**src/rtl/decode_stage.sv**
```systemverilog
// Registered instruction-decode stage with a 2-entry skid buffer and a wrap-around decode counter.
// Optional opcode legality flag enabled by defining DECODE_ILLEGAL_CHECK_EN.
module decode_stage #(
  parameter int         REG_AW     = 3,
  parameter int         DATA_W     = 8,
  parameter int         CNT_W      = 16,
  parameter logic [7:0] OPCODE_MAX = 8'h0B
) (
  input  logic                CLK,
  input  logic                RESET_N,
  input  logic                FLUSH,
  input  logic [31:0]         IN_INSTR,
  input  logic                IN_VALID,
  output logic                IN_READY,
  output logic                OUT_VALID,
  input  logic                OUT_READY,
  output logic [7:0]          OPCODE,
  output logic [REG_AW-1:0]   WRITE_REG,
  output logic [REG_AW-1:0]   READ_REG1,
  output logic [REG_AW-1:0]   READ_REG2,
  output logic [DATA_W-1:0]   IMMEDIATE,
  output logic [7:0]          BRANCH_OFFSET,
  output logic [CNT_W-1:0]    DECODE_COUNT
`ifdef DECODE_ILLEGAL_CHECK_EN
  ,
  output logic                ILLEGAL
`endif
);

  typedef struct packed {
    logic [7:0]               opcode;
    logic [REG_AW-1:0]        write_reg;
    logic [REG_AW-1:0]        read_reg1;
    logic [REG_AW-1:0]        read_reg2;
    logic signed [DATA_W-1:0] immediate;
    logic [7:0]               branch_offset;
`ifdef DECODE_ILLEGAL_CHECK_EN
    logic                     illegal;
`endif
  } fields_t;

  function automatic logic signed [DATA_W-1:0] sext_imm(input logic signed [7:0] b);
    return DATA_W'(b);
  endfunction

  function automatic fields_t decode(input logic [31:0] instr);
    fields_t f;
    f.opcode        = instr[31:24];
    f.write_reg     = instr[16 +: REG_AW];
    f.read_reg1     = instr[8 +: REG_AW];
    f.read_reg2     = instr[0 +: REG_AW];
    f.immediate     = sext_imm(instr[7:0]);
    f.branch_offset = instr[23:16];
`ifdef DECODE_ILLEGAL_CHECK_EN
    f.illegal       = (instr[31:24] > OPCODE_MAX);
`endif
    return f;
  endfunction

  logic             in_fire;
  logic             out_fire;
  fields_t          in_dec;

  logic             o_valid_q, o_valid_d;
  fields_t          o_data_q,  o_data_d;
  logic             s_valid_q, s_valid_d;
  fields_t          s_data_q,  s_data_d;
  logic             in_ready_q, in_ready_d;
  logic [CNT_W-1:0] count_q,   count_d;

  // Stage boundary: input handshake -> decode -> output/skid registers
  always_comb begin
    in_fire    = IN_VALID & in_ready_q;
    out_fire   = o_valid_q & OUT_READY;
    in_dec     = decode(IN_INSTR);
    o_valid_d  = o_valid_q;
    o_data_d   = o_data_q;
    s_valid_d  = s_valid_q;
    s_data_d   = s_data_q;
    count_d    = count_q + CNT_W'(out_fire);
    if (FLUSH) begin
      o_valid_d = 1'b0;
      s_valid_d = 1'b0;
    end else if (!o_valid_q || OUT_READY) begin
      if (s_valid_q) begin
        o_data_d  = s_data_q;
        o_valid_d = 1'b1;
        s_valid_d = 1'b0;
      end else if (in_fire) begin
        o_data_d  = in_dec;
        o_valid_d = 1'b1;
      end else begin
        o_valid_d = 1'b0;
      end
    end else if (in_fire) begin
      s_data_d  = in_dec;
      s_valid_d = 1'b1;
    end
    // Ready is registered so OUT_READY never reaches IN_READY combinationally.
    in_ready_d = !s_valid_d;
  end

  always_ff @(posedge CLK or negedge RESET_N) begin
    if (!RESET_N) begin
      o_valid_q  <= 1'b0;
      o_data_q   <= '0;
      s_valid_q  <= 1'b0;
      in_ready_q <= 1'b0;
      count_q    <= '0;
    end else begin
      o_valid_q  <= o_valid_d;
      o_data_q   <= o_data_d;
      s_valid_q  <= s_valid_d;
      in_ready_q <= in_ready_d;
      count_q    <= count_d;
    end
  end

  // Skid payload is qualified by s_valid_q, so it needs no reset.
  always_ff @(posedge CLK) begin
    s_data_q <= s_data_d;
  end

  assign IN_READY      = in_ready_q;
  assign OUT_VALID     = o_valid_q;
  assign OPCODE        = o_data_q.opcode;
  assign WRITE_REG     = o_data_q.write_reg;
  assign READ_REG1     = o_data_q.read_reg1;
  assign READ_REG2     = o_data_q.read_reg2;
  assign IMMEDIATE     = o_data_q.immediate;
  assign BRANCH_OFFSET = o_data_q.branch_offset;
  assign DECODE_COUNT  = count_q;
`ifdef DECODE_ILLEGAL_CHECK_EN
  assign ILLEGAL       = o_data_q.illegal;
`endif

endmodule

```
**config.mk**
```make
export PLATFORM = sky130hd
export DESIGN_NAME = decode_stage
export DESIGN_NICKNAME = d
export VERILOG_FILES = /design/src/rtl/decode_stage.sv
export SDC_FILE = /design/constraint.sdc
export NUM_CORES = 1
export LEC_CHECK = 0
export ABC_AREA = 1
export CAP_MARGIN = 0
export CORE_ASPECT_RATIO = 1.75
export CORE_MARGIN = 1.5
export CORE_UTILIZATION = 28
export DETAILED_ROUTE_END_ITERATION = 8
export SETUP_SLACK_MARGIN = 0.2
export SLEW_MARGIN = 20
export SYNTH_ARGS = -nofsm -noshare
export SYNTH_HDL_FRONTEND = slang
export SYNTH_SLANG_ARGS = --single-unit
export TNS_END_PERCENT = 5
```
**constraint.sdc**
```tcl
create_clock -name CLK -period 3.47 [get_ports CLK]
set_input_delay 0.694 -clock CLK [delete_from_list [all_inputs] [get_ports CLK]]
set_output_delay 0.694 -clock CLK [all_outputs]
set_load 0.005 [all_outputs]
```
**After elaboration in Yosys (flattened, before gate mapping)**

Cells that the tools add are included.

- Bitwise operators: 4
- Reduce and logical (&&, ||, !) cells: 7
- Muxes and demuxes: 9
- Add/subtract/negate cells: 1

Operators by type and width:

| operator | number |
|---|---|
| two-way mux 33 bit | 2 |
| adder 16 x 1 -> 16 bit | 1 |
| two-way mux 1 bit | 7 |
| AND reduction 3 bit | 2 |
| nonzero test 2 bit | 2 |
| AND 1 bit | 2 |
| zero test 1 bit | 2 |
| NOT 1 bit | 2 |
| logical OR 1 bit | 1 |

- Output and inout bits: 51
- Register bits: 85
- Word-level logic and storage cells: 37

**Depth between registers and ports, before layout**

Gate-level depths: netlist (run 1).

- Depth in word-level cells: 5
- Depth in mapped cells: 10
- Gate-level depth less buffers: 10

**Worst setup path before layout (run 1)**

Ideal clock, no wire load.

- Path kind: input to register
- Start: input port FLUSH
- End: register s_data_q[10] (netlist bit) (enable)
- Data arrival time: 2.962 ns
- Stages: 4
- Path slack: 0.063 ns
- Setup time: 0.445 ns
- Path buffers: 1
- Path through: inv_1 -> buf_2 -> nand3_1 -> nor3_1

- Cells in the longest elaborated chain, start to end: 2

RTL lines:

| what | RTL line | RTL |
|---|---|---|
| start, declared | 11 | `input logic FLUSH,` |
| NOT 1 bit (no line) | - |  |
| AND reduction 3 bit (no line) | - |  |
| end signal, assigned | 121 | `s_data_q <= s_data_d;` |
| end, declared | 67 | `fields_t s_data_q, s_data_d;` |

Every way passes these cells.
A chain may end at the register's enable or synchronous reset.

**Worst setup path after layout (run 1)**

- Start: input port OUT_READY
- End: register count_q[10] (netlist: DECODE_COUNT[10])

- Cells in the longest elaborated chain, start to end: 2

RTL lines:

| what | RTL line | RTL |
|---|---|---|
| start, declared | 16 | `input logic OUT_READY,` |
| AND 1 bit | 74 | `out_fire = o_valid_q & OUT_READY;` |
| adder 16 x 1 -> 16 bit | 80 | `count_d = count_q + CNT_W'(out_fire);` |
| net count_d[10] | 69 | `logic [CNT_W-1:0] count_q, count_d;` |
| end signal, assigned | 115 | `count_q <= count_d;` |
| end, declared | 69 |  |

The timed path passes the listed nets, and every way through them passes these cells.

==> results.ini, run 1 <==
[logic_synthesis]
netlist_area_um2 = 3287
yosysWarnings = 0
synth.net_count = 387
synth_seq_cells = 73
synth_area_per_cell_um2 = 9.472
seq_area_frac_synth_pct = 59.69
synth.distinct_cells = 22
synth_cells = 347

[route]
wirelength_um = 7846
drc = 11
first_pass_iters = 6
ant_nets = 0
vias = 2572
drt_iter0_drc = 117
wl_per_cell_um = 13.89
vias_per_cell = 4.552

[finish]
multi_input_area_um2 = 1022
regArea_um2 = 1962
num-fill-cells = 1178
syn_to_final_growth_pct = 36.43
finalInstanceArea_um2 = 4484
drive_above_1_share_pct = 6.279
diodes = 0
final_nets = 465

[power]
leakage_nw = 1.973
power_density_nw_per_um2 = 527.6
total_power_mw = 2.366
ir_drop_mv = 0.3112

[status]
violations = DRC
outcome = finished with violations

[timing]
rsz0062_at_grt = no
finalSetupViolations = 0
setup_ws_ps = 1369
min_period_ps = 2101
slew_violations = 0
relSlewSlack_pct = 63.30
tns_ps = 0
fmax_mhz = 476.0
clock_skew_ps = 6.278
min_period_over_period_pct = 60.54
tightest_slew_ps = 550.5
whs_ps = 345.8
hold_viol_final = 0

[global_route]
grt_pass1_wl_um = 13210
antenna_found_initial = 0
grt_max_degree = 56
grt_usage_pct = 13.64
grt_pass1_vias = 2619
overflow = 0

[cts]
clock_latency_ps = 320
cts-root-buf = clkbuf_16
post-cts-setup-buffers = 0
clk_pin_slew_ps = 60
cts_made_buffers = 9
htreeDepth = 3
clock_tree.buffer_depth = 2
cts_resized = 0
cts_tree = yes
cts_sinks = 73
postCtsHoldBufs = 0

[die]
core_um2 = 11520
die_w_um = 84.90
die_y_um = 146.3
num_io_pins = 88
die_area_um2 = 12420
rows = 52
start_util_pct = 28.54

[worst_setup_path]
critPathCaptureType = register
cp.arrival_ps = 2300
crit_start = OUT_READY
startpoint_type = primary input
critPathKind = in -> reg
cp.required_ps = 3670
r2r_start = OUT_VALID
cp_max_fo = 4

[job]
cap_violations = 0

[place]
hpwlAfterDp_um = 5460
place_area_um2 = 4195
pre_cts_ws_ps = 1022
place.gp.congestion = 0.7178
port_buffers = 82

[hold_path]
hp-class = in -> async

[metal layers]
layer / global-route usage [%] / up-vias / wire [um]
li1: - / 1274 / -
met1: 15.15 / 1226 / 3141
met2: 24.64 / 62 / 4225
met3: 2.487 / 10 / 306
met4: 6.557 / 0 / 172
met5: 0 / - / 0
[Yosys cell counts, drive strengths merged]
master | instances | area share, %
nor3 | 1 | 0.15
nand3 | 7 | 1.4
o21ai | 29 | 4.4
xnor2 | 3 | 0.80
clkbuf | 2 | 0.23
nand4 | 31 | 5.9
nor2 | 14 | 1.7
inv | 43 | 4.9
edfxtp | 27 | 25
buf | 20 | 4.4
o21bai | 1 | 0.57
dfrtp | 46 | 35
nand3b | 1 | 0.23
xor2 | 5 | 1.3
nand2 | 114 | 13
ha | 3 | 1.1
[sequential cells by signal (all words and copies together) (netlist names), 2 cells and up]
name           count
IMMEDIATE          6
READ_REG2          2
OPCODE             8
BRANCH_OFFSET      6
s_data_q          27
WRITE_REG          2
DECODE_COUNT      16
READ_REG1          3
[worst paths after layout]
path | endpoint | slack, ps | cells past startpoint
worst max-delay path | DECODE_COUNT[10] | 1370 | 10
worst min-delay path | OPCODE[3] | 350 | 1
worst max register to register | DECODE_COUNT[10] | 1760 | 9
worst min register to register | BRANCH_OFFSET[7] | 470 | 2
max in group asynchronous | DECODE_COUNT[10] | 2580 | 2
min in group CLK | BRANCH_OFFSET[7] | 470 | 2
[cell usage in the layout, fill, tap and decap left out, types with 2 or more instances in the layout]
cell type and instances:
nand2_1 113, clkdlybuf4s50_1 81, dfrtp_1 46, inv_1 43, nand4_1 31, o21ai_0 28, edfxtp_1 27, nor2_1 13
clkbuf_16 9, nand3_1 6, buf_4 6, xor2_1 5, xnor2_1 3, ha_1 3, clkbuf_1 2, clkinv_2 2
[cell families (layout without fill, tap and decap cells)]
group	after synthesis	in the layout	share of synthesized area (%)
AOI/OAI and AO/OA	30	30	4.986
xor gates and xnor gates	8	8	2.132
adders and majority gates	3	3	1.142
buffers and inverters	65	148	9.555
DFF	73	73	59.69
and+or+nand+nor	168	168	22.50
[cell type report]
cell class,count,area share [%]
repair buffers,89,19.64
clock buffers,11,5.190
inverters,43,3.599
flip-flops and latches,73,43.75
clock inverters,5,1.256
multi-input cells,209,22.80
well taps,135,3.767
[critical path, cell delays in order]
cell	delay [ps]
clkdlybuf4s50_1	480
nand2_1	50
inv_1	70
ha_1	160
ha_1	190
nand3_1	180
inv_1	120
nand2_1	120
o21ai_0	170
nand2_1	70
[power breakdown]
part | total (mW) | leakage, nW | switching [mW] | internal, mW
clock network | 0.902 | 0.139 | 0.347 | 0.556
registers | 1.06 | 0.825 | 0.0743 | 0.987
logic | 0.402 | 1.01 | 0.158 | 0.244
[metrics by stage]
stage	util, %	instances
after floorplan	-	347
after global placement	36.26	548
after detailed placement	36.43	549
after CTS	38.94	565
after global routing	38.94	565
final	38.94	565
Power figures use the tool's default switching activity.
==> inputs of run 2 (changes only) <==
clock period = 1.9 ns   (was 3.47 ns; I/O delays follow)
==> run 2 against run 1 <==
Compared with the run above: the flow still finishes with violations (DRC); sequential power increased by 84%; utilization increased by 0.70 points; critical path type is now reg -> out; clock-buffer cell count grew 4; die area unchanged; worst setup slack lost 1200 ps; critical endpoint is now DECODE_COUNT[3]; clock skew is 1.7 ps lower.
==> results.ini, run 2 (synthesis gave the netlist of run 1 again) <==
[worst_setup_path]
worst_path_max_delay_cell = clkdlybuf4s50_1  ; unchanged
crit_buf_inv = 1  ; was 3
cp.arrival_ps = 1340  ; was 2300 ps
startpoint_type = register  ; was primary input
cpPeakStageDelay_ps = 540  ; was 480 ps
crit_start = DECODE_COUNT[3]  ; was OUT_READY
cp_max_fo = 5  ; was 4
critPathKind = reg -> out  ; was in -> reg
r2r_start = OUT_VALID  ; unchanged
crit_path_cell_trace = clkdlybuf4s50_1  ; was clkdlybuf4s50_1, nand2_1, inv_1, ha_1, ha_1, nand3_1, inv_1, nand2_1, o21ai_0, nand2_1
cp.required_ps = 1520  ; was 3670 ps
cp_top_family = buffers and inverters  ; unchanged
critPathCaptureType = output port  ; was register

[die]
rows = 52  ; unchanged
num_io_pins = 88  ; unchanged
die_y_um = 146.3  ; unchanged
core_um2 = 11520  ; unchanged
die_area_um2 = 12420  ; unchanged
die_w_um = 84.90  ; unchanged
start_util_pct = 28.54  ; unchanged

[power]
power_frac_seq_pct = 46.2  ; was 44.9%
intPower_mw = 3.179  ; was 1.787 mW
swShare_pct = 24.82  ; was 24.48%
power_density_nw_per_um2 = 926.4  ; was 527.6 nW/um2
leakage_nw = 2.001  ; was 1.973 nW
switchingPower_mw = 1.050  ; was 0.5791 mW
combPwrFrac_pct = 17.9  ; was 17.0%
clockPowerShare_pct = 35.9  ; was 38.1%
ir_drop_mv = 0.5414  ; was 0.3112 mV

[timing]
tightest_slew_ps = 629.9  ; was 550.5 ps
finalSetupViolations = 0  ; unchanged
min_period_over_period_pct = 90.46
fmax_mhz = 581.8
clock_skew_ps = 4.582  ; was 6.278 ps
min_period_ps = 1719
rsz0062_at_grt = yes  ; was no
relSlewSlack_pct = 58.00  ; was 63.30%
hold_viol_final = 0  ; unchanged
setup_ws_ps = 181.2  ; was 1369 ps
slew_violations = 0  ; unchanged

[place]
place_inst = 557  ; was 549
port_buffers = 82  ; unchanged
hpwlAfterDp_um = 5525  ; was 5460 um
pre_cts_ws_ps = -214.6  ; was 1022 ps
place.gp.congestion = 0.7656  ; was 0.7178

[finish]
final_common_cell = nand2_1  ; unchanged
diodes = 0  ; unchanged
final_nets = 473  ; was 465
top_register = s_data_q  ; unchanged
syn_to_final_growth_pct = 38.87  ; was 36.43%
layout.cells.non_filler = 573  ; was 565
mostFrequentLayoutCells = nand2_1 (113), clkdlybuf4s50_1 (81), dfrtp_1 (45)  ; was nand2_1 (113), clkdlybuf4s50_1 (81), dfrtp_1 (46)
largest_reg_flops = 27  ; unchanged
drive_above_1_share_pct = 8.447  ; was 6.279%

[global_route]
grt_usage_pct = 13.67  ; was 13.64%
grt_max_degree = 55  ; was 56
antenna_found_initial = 0  ; unchanged
grt_pass1_wl_um = 12950  ; was 13,210 um
overflow = 0  ; unchanged
grt_pass1_vias = 2695  ; was 2,619

[route]
vias = 2611  ; was 2,572
drt_iter0_drc = 138  ; was 117
ant_nets = 0  ; unchanged
wirelength_um = 7901  ; was 7846 um
wl_per_cell_um = 13.79  ; was 13.89 um
first_pass_iters = 8  ; was 6
drc = 4  ; was 11
vias_per_cell = 4.557  ; was 4.552

[status]
outcome = finished with violations  ; unchanged
violations = DRC  ; unchanged

[cts]
cts-root-buf = clkbuf_16  ; unchanged
htreeDepth = 3  ; unchanged
cts_tree = yes  ; unchanged
cts_sinks = 73  ; unchanged
post-cts-setup-buffers = 0  ; unchanged
clock_latency_ps = 330  ; was 320 ps
clock_tree.buffer_depth = 2  ; unchanged
clk_pin_slew_ps = 50  ; was 60 ps
cts_made_buffers = 9  ; unchanged

[job]
cap_violations = 0  ; unchanged

[hold_path]
hp-class = in -> async  ; unchanged

-- run 2: cell count changes in the layout (fill, tap and decap cells not counted), sizes merged --
cell / delta
bufinv: -1
clkinvlp: -1
clkbuf: +4
clkinv: -2
buf: +8
-- run 2: layout make-up --
cell class / count / area (um2)
Clock buffer: 15 / 257.7
Clock inverter: 1 / 3.754
Fill cell: 1148 / 6952
Inverter: 43 / 177.7
Multi-Input combinational cell: 209 / 1052
Sequential cell: 73 / 1963
Tap cell: 135 / 168.9
Timing Repair Buffer: 97 / 940.9
-- run 2: worst paths after layout --
check | slack, ps | to | cells past startpoint
max | 180 | DECODE_COUNT[3] | 1
min | 140 | READ_REG1[0] | 2
max reg2reg | 440 | DECODE_COUNT[10] | 9
min reg2reg | 480 | BRANCH_OFFSET[5] | 2
max in group asynchronous | 1290 | DECODE_COUNT[11] | 2
min in group CLK | 480 | BRANCH_OFFSET[5] | 2
-- run 2: what timing repair did --
item                                    4_1_cts  5_1_grt
hold endpoints to repair                      0        0
hold buffers                                  0        0
endpoints found under the setup margin        6       37
gates resized for setup                       3        2
pin swaps                                     0        1
-- run 2: power groups by stage --
| stage | Sequential (mW) | Combinational (mW) | Clock [mW] |
|---|---|---|---|
| 4_1_cts | 1.95 | 0.771 | 1.57 |
| 3_5_place_dp | 1.97 | 0.770 | 0 |
| 3_3_place_gp | 1.97 | 0.757 | 0 |
| 2_1_floorplan | 1.96 | 0.267 | 0 |
| 5_1_grt | 1.98 | 0.834 | 1.64 |
| 6_report | 1.95 | 0.756 | 1.52 |
-- run 2: through the flow --
step / TNS [ps] / hold slack [ps] / power [mW] / util [%] / cell area, um2
4_1_cts: 0 / 172.4 / 4.294 / 39.55 / 4554
3_5_place_dp: -4027 / 468.6 / 2.744 / 37.20 / 4284
2_1_floorplan: 0 / 84.41 / 2.225 / - / 3337
5_1_grt: 0 / 208.2 / 4.448 / 39.63 / 4564
6_report: 0 / 139.8 / 4.228 / 39.63 / 4564
3_3_place_gp: -4288 / 456.4 / 2.728 / 37.20 / 4284
-- run 2: routing by layer --
metal,wire length (um),vias up,GRT usage (%)
met5,0,-,0
li1,-,1296,-
met4,197,0,8.279
met1,3120,1229,14.44
met3,278,12,2.826
met2,4304,74,24.44
